### config.mk
export PLATFORM = sky130hd
export DESIGN_NAME = act7_tdm_demux
export DESIGN_NICKNAME = d
export VERILOG_FILES = /design/src/rtl/act7_tdm_demux.sv
export SDC_FILE = /design/constraint.sdc
export NUM_CORES = 1
export LEC_CHECK = 0
export ABC_AREA = 1
export BUFFER_PORTS_ARGS = -buffer_cell sky130_fd_sc_hd__clkbuf_2
export CORE_MARGIN = 1
export CORE_UTILIZATION = 45
export DETAILED_ROUTE_END_ITERATION = 12
export GPL_ROUTABILITY_DRIVEN = 0
export GPL_TIMING_DRIVEN = 0
export PLACE_DENSITY = 0.69
export SLEW_MARGIN = 40
export SYNTH_ARGS = -nofsm -noshare
export SYNTH_HDL_FRONTEND = slang
export SYNTH_SLANG_ARGS = --single-unit
### constraint.sdc
create_clock -name CLK -period 1.6 [get_ports CLK]
set_clock_uncertainty 0.15 [all_clocks]
set_input_delay 0.08 -clock CLK [delete_from_list [all_inputs] [get_ports CLK]]
set_output_delay 0.08 -clock CLK [all_outputs]
set_load 0.05 [all_outputs]
### src/rtl/act7_tdm_demux.sv
// rtl/act7_tdm_demux.sv - ACT7 time-division demultiplexer with frame-sync tracking
//
// Receives one sample per enabled cycle on a shared lane and steers each sample
// into a per-slot shadow register. Slot 0 is marked by SYNC. When the last slot
// arrives, the complete frame is published on Y with a one-cycle VALID pulse.
//
// Ports:
//   CLK    in  1             rising-edge clock
//   RST_N  in  1             asynchronous active-low reset
//   EN     in  1             sample strobe; SYNC/D ignored while low
//   SYNC   in  1             current sample is slot 0 of a frame
//   D      in  WIDTH         sample data
//   Y      out SLOTS*WIDTH   last complete frame, slot k at Y[k*WIDTH +: WIDTH]
//   VALID  out 1             one-cycle pulse when Y is updated
//   SLOT   out clog2(SLOTS)  slot index the next accepted sample will occupy
//   ERR    out 1             frame alignment error
//
// Build option ACT7_TDM_STICKY_ERR_EN: when defined, ERR latches on the first
// error and clears only on reset; otherwise ERR pulses once per error event.

module act7_tdm_demux #(
  parameter int WIDTH = 8,
  parameter int SLOTS = 4
) (
  input  logic                       CLK,
  input  logic                       RST_N,
  input  logic                       EN,
  input  logic                       SYNC,
  input  logic [WIDTH-1:0]           D,
  output logic [SLOTS*WIDTH-1:0]     Y,
  output logic                       VALID,
  output logic [$clog2(SLOTS)-1:0]   SLOT,
  output logic                       ERR
);

  localparam int SW = $clog2(SLOTS);
  localparam logic [SW-1:0] LAST_SLOT = SW'(SLOTS - 1);

  typedef enum logic {HUNT, LOCKED} state_t;

  state_t                   state_q, state_d;
  logic [SW-1:0]            slot_q, slot_d;
  logic [WIDTH-1:0]         shadow_q [SLOTS-1];
  logic [WIDTH-1:0]         shadow_d [SLOTS-1];
  logic [SLOTS*WIDTH-1:0]   y_q, y_d;
  logic                     valid_q, valid_d;
  logic                     err_q, err_d;

  // State register
  always_ff @(posedge CLK or negedge RST_N) begin
    if (!RST_N) begin
      state_q <= HUNT;
      slot_q  <= '0;
      for (int k = 0; k < SLOTS - 1; k++) shadow_q[k] <= '0;
      y_q     <= '0;
      valid_q <= 1'b0;
      err_q   <= 1'b0;
    end else begin
      state_q <= state_d;
      slot_q  <= slot_d;
      for (int k = 0; k < SLOTS - 1; k++) shadow_q[k] <= shadow_d[k];
      y_q     <= y_d;
      valid_q <= valid_d;
      err_q   <= err_d;
    end
  end

  // Next-state: FSM and slot counter
  always_comb begin
    state_d = state_q;
    slot_d  = slot_q;
    if (EN) begin
      if (state_q == HUNT) begin
        if (SYNC) begin
          state_d = LOCKED;
          slot_d  = SW'(1);
        end
      end else begin
        if (SYNC) begin
          // Either an expected sync at slot 0 or an early sync restarting the frame.
          slot_d = SW'(1);
        end else if (slot_q == '0) begin
          // Slot 0 without a sync marker: alignment lost.
          state_d = HUNT;
          slot_d  = '0;
        end else if (slot_q == LAST_SLOT) begin
          slot_d = '0;
        end else begin
          slot_d = slot_q + SW'(1);
        end
      end
    end
  end

  // Outputs: shadow capture, frame publish, strobes
  always_comb begin
    shadow_d = shadow_q;
    y_d      = y_q;
    valid_d  = 1'b0;
`ifdef ACT7_TDM_STICKY_ERR_EN
    err_d    = err_q;
`else
    err_d    = 1'b0;
`endif
    if (EN) begin
      if (SYNC) begin
        // A sync sample always starts a new frame; a partial one is dropped.
        shadow_d[0] = D;
        if (state_q == LOCKED && slot_q != '0) err_d = 1'b1;
      end else if (state_q == LOCKED) begin
        if (slot_q == '0) begin
          err_d = 1'b1;
        end else if (slot_q == LAST_SLOT) begin
          for (int k = 0; k < SLOTS - 1; k++) y_d[k*WIDTH +: WIDTH] = shadow_q[k];
          y_d[(SLOTS-1)*WIDTH +: WIDTH] = D;
          valid_d = 1'b1;
        end else begin
          for (int k = 1; k < SLOTS - 1; k++) begin
            if (slot_q == SW'(k)) shadow_d[k] = D;
          end
        end
      end
    end
  end

  assign Y     = y_q;
  assign VALID = valid_q;
  assign SLOT  = slot_q;
  assign ERR   = err_q;

endmodule

# --- Yosys cells after proc, flatten, opt, wreduce, memory -nomap -nowiden ---
# Index checks and enable logic that the tools add are counted.
classes:
  n_addsub: 1
  eq_ne: 3
  mux: 19
  bitwise_logic: 3
  reduce_logical: 9
ops:
  columns: ["cell", "n"]
  rows:
  - ["$mux W1", 14]
  - ["$reduce_and A6 Y1", 2]
  - ["$mux W2", 5]
  - ["$reduce_and A5 Y1", 1]
  - ["$eq A2 B2 Y1 const B", 2]
  - ["$reduce_and A2 Y1", 2]
  - ["$reduce_bool A2 Y1", 2]
  - ["$not A1 Y1", 3]
  - ["$add A2 B1 Y2 const B", 1]
  - ["$eq A2 B1 Y1 const B", 1]
  - ["$logic_not A2 Y1", 1]
  - ["$logic_and A1 B1 Y1", 1]
word_totals:
  ff_bits: 61
  inputBits: 12
  out_inout_bits: 36
  wordCells: 43

# --- Depth between registers and ports, before layout ---
# Gate-level depths: netlist of run 1.
logic_depth:
  depth_word: 6
  mapped_depth: 7
  depth_no_buf: 7

# --- Least setup slack after synthesis of run 1 ---
# OpenSTA, ideal clock, no wires.
synth_timing:
  path_kind: "reg2reg"
  from: "register slot_q[0] (netlist: SLOT[0])"
  to: "register y_q[0] (netlist: Y[0])"
  setup_ps: 119
  arrival_ps: 1737
  required_time_ps: 1331
  slack_ps: -406
  path_stages_with_launch: 8
  path_buffers: 1
  synth_period_minus_slack_ps: 2006
  cell_sequence: "dfrtp_1 > inv_1 > ha_1 > nor2_1 > nand2_2 > buf_6 > nand2_1 > nand2_1"
synth_between:
  elab_chain_len: 3
  word_cells_on_any_way: 4
  cone_classes: "1 x eq/ne; 1 x bitwise; 2 x reduce/logical"
synth_lines:
  columns: ["element", "line", "source"]
  rows:
  - ["start: declaration", "42", "logic [SW-1:0] slot_q, slot_d;"]
  - ["start signal: assignment", "60", "slot_q <= slot_d;"]
  - ["$logic_not A2 Y1", "111", "if (slot_q == '0) begin"]
  - ["$not A1 Y1 (no source line)", null, null]
  - ["$reduce_and A5 Y1 (no source line) (*)", null, null]
  - ["end signal: assignment", "62", "y_q <= y_d;"]
  - ["end: declaration", "45", "logic [SLOTS*WIDTH-1:0] y_q, y_d;"]
# Mark *: on every way between the ends. The rest lies on a longest branch, timed or not.
# A chain may end at the register's enable or synchronous reset.

# --- Worst setup path in the final report of run 1 ---
layout_timing:
  from: "register slot_q[1] (netlist: SLOT[1])"
  to: "register shadow_q[14] (netlist bit)"
layout_between:
  elab_chain_len: 3
  word_cells_on_any_way: 6
  cone_classes: "2 x eq/ne; 2 x bitwise; 2 x reduce/logical"
layout_lines:
  columns: ["element", "line", "source"]
  rows:
  - ["$eq A2 B2 Y1 / $logic_not A2 Y1 (equally long branches)", "113, 111", null]
  - ["$not A1 Y1 (no source line)", null, null]
  - ["$reduce_and A6 Y1 (no source line) (*)", null, null]
  - ["end: declaration", "43", "logic [WIDTH-1:0] shadow_q [SLOTS-1];"]
# Marks and branches as above.

==> results.json, run 1 <==
{
  "status": "finished, final reports clean",
  "die-height_um": 77.5,
  "hold-worst-slack_ns": 0.0247,
  "p_leak_nw": 1.88,
  "drc": 0,
  "cts_made_buffers": 9,
  "path_cells": "inv_4 -> ha_4 -> inv_2 -> nor2_4 -> buf_12 -> buf_4 -> nand3_1 -> nand2_1",
  "via_count": 2096,
  "p_comb_frac": 0.416,
  "cts_tree": "done",
  "seqPwrFrac": 0.369,
  "grt-ovfl-total": 0,
  "grt_max_degree": 33,
  "worst-path-buf-inv": 4,
  "antenna_found_initial": 0,
  "antennaDiodeCount": 0,
  "drt_first_pass_iters": 4,
  "initial_core_util": 0.465,
  "post-route-util": 0.608,
  "end_kind": "flop",
  "cp_data_arrival_time_ns": 1.67,
  "gr-usage-all-layers": 0.200,
  "drive_above_1_share": 0.277,
  "drtIter0Drc": 132,
  "netlist_area_um2": 2560,
  "holdCritPathClass": "in -> reg",
  "std_cell_rows": 27,
  "ys_types": 14,
  "fmax_mhz": 650,
  "crit_fanout": 7,
  "min_period_ns": 1.54,
  "cts_sinks": 61,
  "cp_slowest_cell": "dfrtp_2",
  "seq_area_frac_synth": 0.596,
  "dieArea_um2": 6000,
  "syn_avg_cell_area_um2": 9.22,
  "power.density_nw_per_um2": 1890,
  "min_period_over_period": 0.961,
  "portBuffers": 46,
  "slowest_delay_ns": 0.43,
  "required_ns": 1.73,
  "internal_power_mw": 3.55,
  "viasPerCell": 4.84,
  "clk_pin_slew_ns": 0.06,
  "ir_worst_vdd_mv": 0.937,
  "syn_nets": 297,
  "root_buffer": "clkbuf_8",
  "power_switching_share": 0.440,
  "tightest_slew_ns": 0.443,
  "ant_nets": 0,
  "ios": 48,
  "critPathKind": "reg -> reg",
  "htree_levels": 3,
  "grt_pass1_vias": 1973,
  "crit_path_start_kind": "flop",
  "clk_latency_ns": 0.34,
  "syn_to_final_growth_pct": 30.6,
  "drv_slew": 0,
  "cts_buffer_depth": 2,
  "setup_viol": 0,
  "syn_inst": 278,
  "wl_per_cell_um": 12.9,
  "nets": 376,
  "clock_power_share": 0.215,
  "yosys_warnings": 0,
  "switchingPower_mw": 2.79,
  "grt_first_pass_wirelength_mm": 9.12,
  "p_total_mw": 6.34,
  "drt-total-wl_mm": 5.58,
  "hold_viol": 0,
  "hpwl_mm": 3.75,
  "rsz0062_at_grt": "yes",
  "ys_seq_elements": 61,
  "cp_top_family": "flip-flops",
  "core_um2": 5510,
  "die_w_um": 77.5,
  "maxSlewHeadroom": 0.704,
  "maxCapViolations": 0
}
==> worst paths after layout <==
kind	startpoint	endpoint	slack (ns)	cells past startpoint
max reg2reg	SLOT[1]	shadow_q[14]	0.06	8
min reg2reg	Y[30]	Y[30]	0.32	2
max	SLOT[1]	shadow_q[14]	0.06	8
min	EN	VALID	0.02	3
min in group asynchronous	RST_N	Y[22]	0.10	2
max in group asynchronous	RST_N	Y[29]	0.69	3
==> metal layers <==
metal | part of all wire | track usage
met5 | 0 | 0
met3 | 0.040 | 0.0494
met2 | 0.47 | 0.312
met4 | 0.017 | 0.0849
met1 | 0.47 | 0.267
==> cell type report <==
class	count	area, um2
fillers	503	2160
clock buffers	14	163
repair buffers	68	455
plain buffers	13	95.1
inverters	6	25.0
clock inverters	1	30.0
flip-flops and latches	61	1530
well taps	72	90.1
multi-input cells	198	960
==> what timing repair did <==
item / in CTS / in global routing
pin swaps: 1 / 4
hold endpoints to repair: 94 / 0
cloned: 0 / 1
hold buffers: 10 / 0
buffers inserted: 3 / 7
gates resized for setup: 0 / 6
setup endpoints to repair: 16 / 46
==> synth_stat cells <==
| library cell | n | area share |
|---|---|---|
| buf_6 | 3 | 0.013 |
| nor2_1 | 4 | 0.0059 |
| nor3b_1 | 2 | 0.0059 |
| ha_1 | 7 | 0.034 |
| nor3_1 | 1 | 0.0020 |
| o21ai_0 | 1 | 0.0020 |
| buf_2 | 7 | 0.014 |
| nand3_1 | 56 | 0.11 |
| nor2_4 | 4 | 0.018 |
| buf_4 | 3 | 0.0088 |
| inv_1 | 6 | 0.0088 |
| dfrtp_1 | 61 | 0.60 |
| nand2_2 | 3 | 0.0073 |
| nand2_1 | 120 | 0.18 |
==> cells by family after synthesis <==
kind of cell,count (synthesis),share of synthesized area
adder cells (fa/ha/maj),7,0.0342
flip-flops,61,0.596
AO/OA/AOI/OAI,1,0.00195
AND/OR/NAND/NOR,190,0.324
buffers and inverters,19,0.0444
==> registers in the layout, indices dropped and copies added (netlist names) <==
name	cells
ERR	1
SLOT	2
VALID	1
Y	32
shadow_q	24
state_q	1
==> cells in the final DEF, fill, tap and decap left out <==
cell	n
inv_4	1
nor2_4	5
clkbuf_1	3
dlygate4sd3_1	10
inv_1	3
buf_4	10
nand2_2	3
nor3_1	1
inv_2	2
buf_2	7
ha_1	5
clkbuf_8	11
nand2_4	2
dfrtp_1	59
ha_2	1
clkbuf_4	1
dfrtp_2	2
buf_12	2
nor3b_1	2
clkbuf_2	45
bufinv_16	1
ha_4	1
nand3_1	56
nand2_1	118
nor2_1	3
buf_6	6
o21ai_0	1
==> power by group through the flow <==
stage          Combinational (mW)  Sequential, mW  Clock (mW)
6_report                     2.64            2.34        1.36
5_1_grt                      2.83            2.41        1.45
4_1_cts                      2.53            2.34        1.37
3_5_place_dp                 2.48            2.36           0
3_3_place_gp                 2.44            2.34           0
2_1_floorplan               0.749            3.48           0
==> worst register-to-register path, cell delays in order (launching register included) <==
cell	delay [ns]
dfrtp_2	0.43
inv_4	0.07
ha_4	0.27
inv_2	0.04
nor2_4	0.11
buf_12	0.14
buf_4	0.10
nand3_1	0.08
nand2_1	0.09
==> per-stage QoR <==
stage                     TNS, ns  instance area (um2)  setup WS [ns]  std cells
after global placement     -0.856                 2920         -0.128        396
after global routing       -0.137                 3350        -0.0232        433
after detailed placement   -0.269                 2940        -0.0244        397
after floorplan             -1.29                 2600        -0.0655        278
after CTS                       0                 3250         0.0324        425
final                           0                 3350         0.0616        433
Note: power is estimated with default switching activity, not from simulation.
==> run 2: changes to the inputs <==
--- a/config.mk
+++ b/config.mk
@@ -13,6 +13,7 @@
 export GPL_ROUTABILITY_DRIVEN = 0
 export GPL_TIMING_DRIVEN = 0
 export PLACE_DENSITY = 0.69
+export SETUP_SLACK_MARGIN = 0.4
 export SLEW_MARGIN = 40
 export SYNTH_ARGS = -nofsm -noshare
 export SYNTH_HDL_FRONTEND = slang
==> run 2 against run 1 <==
- the run now ends with setup timing left
- register-to-register slack worse by 0.07 ns
- sequential power up 4%
- via count up 9.0%
- final cell count up 2.8%
- setup slack worse by 0.070 ns
- non-clock buffer count up 13
- die area unchanged
==> results.json, run 2 (synthesized netlist as in run 1, its figures left out) <==
{
  "dieArea_um2": 6000,
  "clk_pin_slew_ns": 0.07,
  "std_cell_rows": 27,
  "min_period_ns": 1.61,
  "r2r_setup_slack_ns": -0.009,
  "fin_area_um2": 3880,
  "root_buffer": "clkbuf_8",
  "maxCapViolations": 0,
  "clk_latency_ns": 0.34,
  "ios": 48,
  "grt_first_pass_wirelength_mm": 10.7,
  "crit_fanout": 5,
  "hpwl_mm": 3.80,
  "ir_worst_vdd_mv": 0.938,
  "multi_input_area_um2": 1190,
  "p_total_mw": 7.10,
  "initial_core_util": 0.465,
  "wl_per_cell_um": 15.0,
  "antennaDiodeCount": 0,
  "core_um2": 5510,
  "power.density_nw_per_um2": 1830,
  "grt_max_degree": 40,
  "grt_pass1_vias": 2202,
  "antenna_found_initial": 0,
  "crit_path_start_kind": "flop",
  "ant_nets": 0,
  "cp_data_arrival_time_ns": 1.73,
  "rr_endpoint": "shadow_q[7]",
  "min_path_cells": 4,
  "drtIter0Drc": 110,
  "drt_first_pass_iters": 4,
  "fmax_mhz": 622,
  "hold_viol": 0,
  "critPathKind": "reg -> reg",
  "drv_slew": 0,
  "cts_buffer_depth": 2,
  "cts_made_buffers": 9,
  "setup_viol": 3,
  "final_cell_mix": "nand2_1 (75), dfrtp_1 (59), nand2_2 (43), nand3_1 (43), buf_4 (27)",
  "portBuffers": 46,
  "holdCritPathClass": "in -> reg",
  "syn_to_final_growth_pct": 51.4,
  "htree_levels": 3,
  "nets": 389,
  "rsz0062_at_grt": "yes",
  "tightest_slew_ns": 0.328,
  "maxSlewHeadroom": 0.781,
  "end_kind": "flop",
  "holdPathEnd": "Y[15]",
  "failed_checks": "setup timing",
  "status": "finished, violations left",
  "hold-worst-slack_ns": 0.0259,
  "seqCellArea_um2": 1530,
  "grt-ovfl-total": 0,
  "cts_tree": "done",
  "r2r_start": "SLOT[1]",
  "fillCellCount": 408,
  "post-route-util": 0.705,
  "die_w_um": 77.5,
  "via_count": 2285,
  "place_area_um2": 2970,
  "hp-start": "SYNC",
  "layout_commonest_cell": "nand2_1",
  "layout_setup_ws_ns": -0.00874,
  "min_period_over_period": 1.01,
  "r2r_cells": 8,
  "p_leak_nw": 1.99,
  "required_ns": 1.72,
  "drt-total-wl_mm": 6.69,
  "viasPerCell": 5.13,
  "cts_sinks": 61,
  "largest_reg_flops": 32,
  "drive_above_1_share": 0.466,
  "die-height_um": 77.5,
  "drc": 0,
  "gr-usage-all-layers": 0.238
}
==> run 2: layout make-up <==
cell class / instances / share of cell area
Sequential cell: 61 / 0.395
Multi-Input combinational cell: 198 / 0.308
Timing Repair Buffer: 81 / 0.186
Clock buffer: 13 / 0.0435
Buffer: 13 / 0.0274
Tap cell: 72 / 0.0232
Inverter: 6 / 0.00903
Clock inverter: 1 / 0.00774
==> run 2: metrics by stage <==
stage	cells	setup WS, ns	setup TNS (ns)
after floorplan	278	-0.0250	-0.386
after global placement	396	-0.224	-1.75
after detailed placement	397	-0.0707	-0.867
after CTS	437	0.0426	0
after global routing	445	-0.0780	-1.20
final	445	-0.00874	-0.0231
==> run 2: worst max-delay path by stage <==
stage / slack, ns / end / from / cells after the start
CTS: 0.04 / shadow_q[6] / SLOT[0] / 8
detailed placement: -0.07 / shadow_q[7] / SLOT[0] / 7
global placement: -0.22 / SLOT[1] / RST_N / 1
floorplan: -0.02 / shadow_q[10] / SLOT[0] / 7
finish: -0.009 / shadow_q[7] / SLOT[1] / 8
global route: -0.08 / shadow_q[7] / SLOT[0] / 8
==> run 2: power breakdown <==
group	total [mW]	switching [mW]	leakage [nW]	internal, mW
Clock	1.40	0.569	0.102	0.831
Combinational	3.26	2.12	1.10	1.14
Sequential	2.44	0.375	0.790	2.06
==> run 2: critical path, stage by stage, from the launching register on <==
cell	delay, ns
dfrtp_4	0.47
inv_6	0.06
ha_4	0.28
inv_4	0.03
nor2_4	0.10
buf_6	0.15
buf_6	0.14
nand3_2	0.09
nand2_1	0.08
==> run 2: layer usage <==
metal	share of wire	global-route usage	vias up	wire length (um)
li1	-	-	1076	-
met4	0.033	0.113	0	218
met5	0	0	-	0
met1	0.41	0.306	1112	2710
met3	0.054	0.0506	22	363
met2	0.51	0.381	75	3390
==> run 2: timing repair <==
action | 4_1_cts | 5_1_grt
endpoints found under the hold margin | 94 | 3
pin swaps | 21 | 9
cloned | 3 | 1
setup buffers | 13 | 6
hold buffers | 10 | 1
gates resized for setup | 71 | 81
setup endpoints to repair | 73 | 75
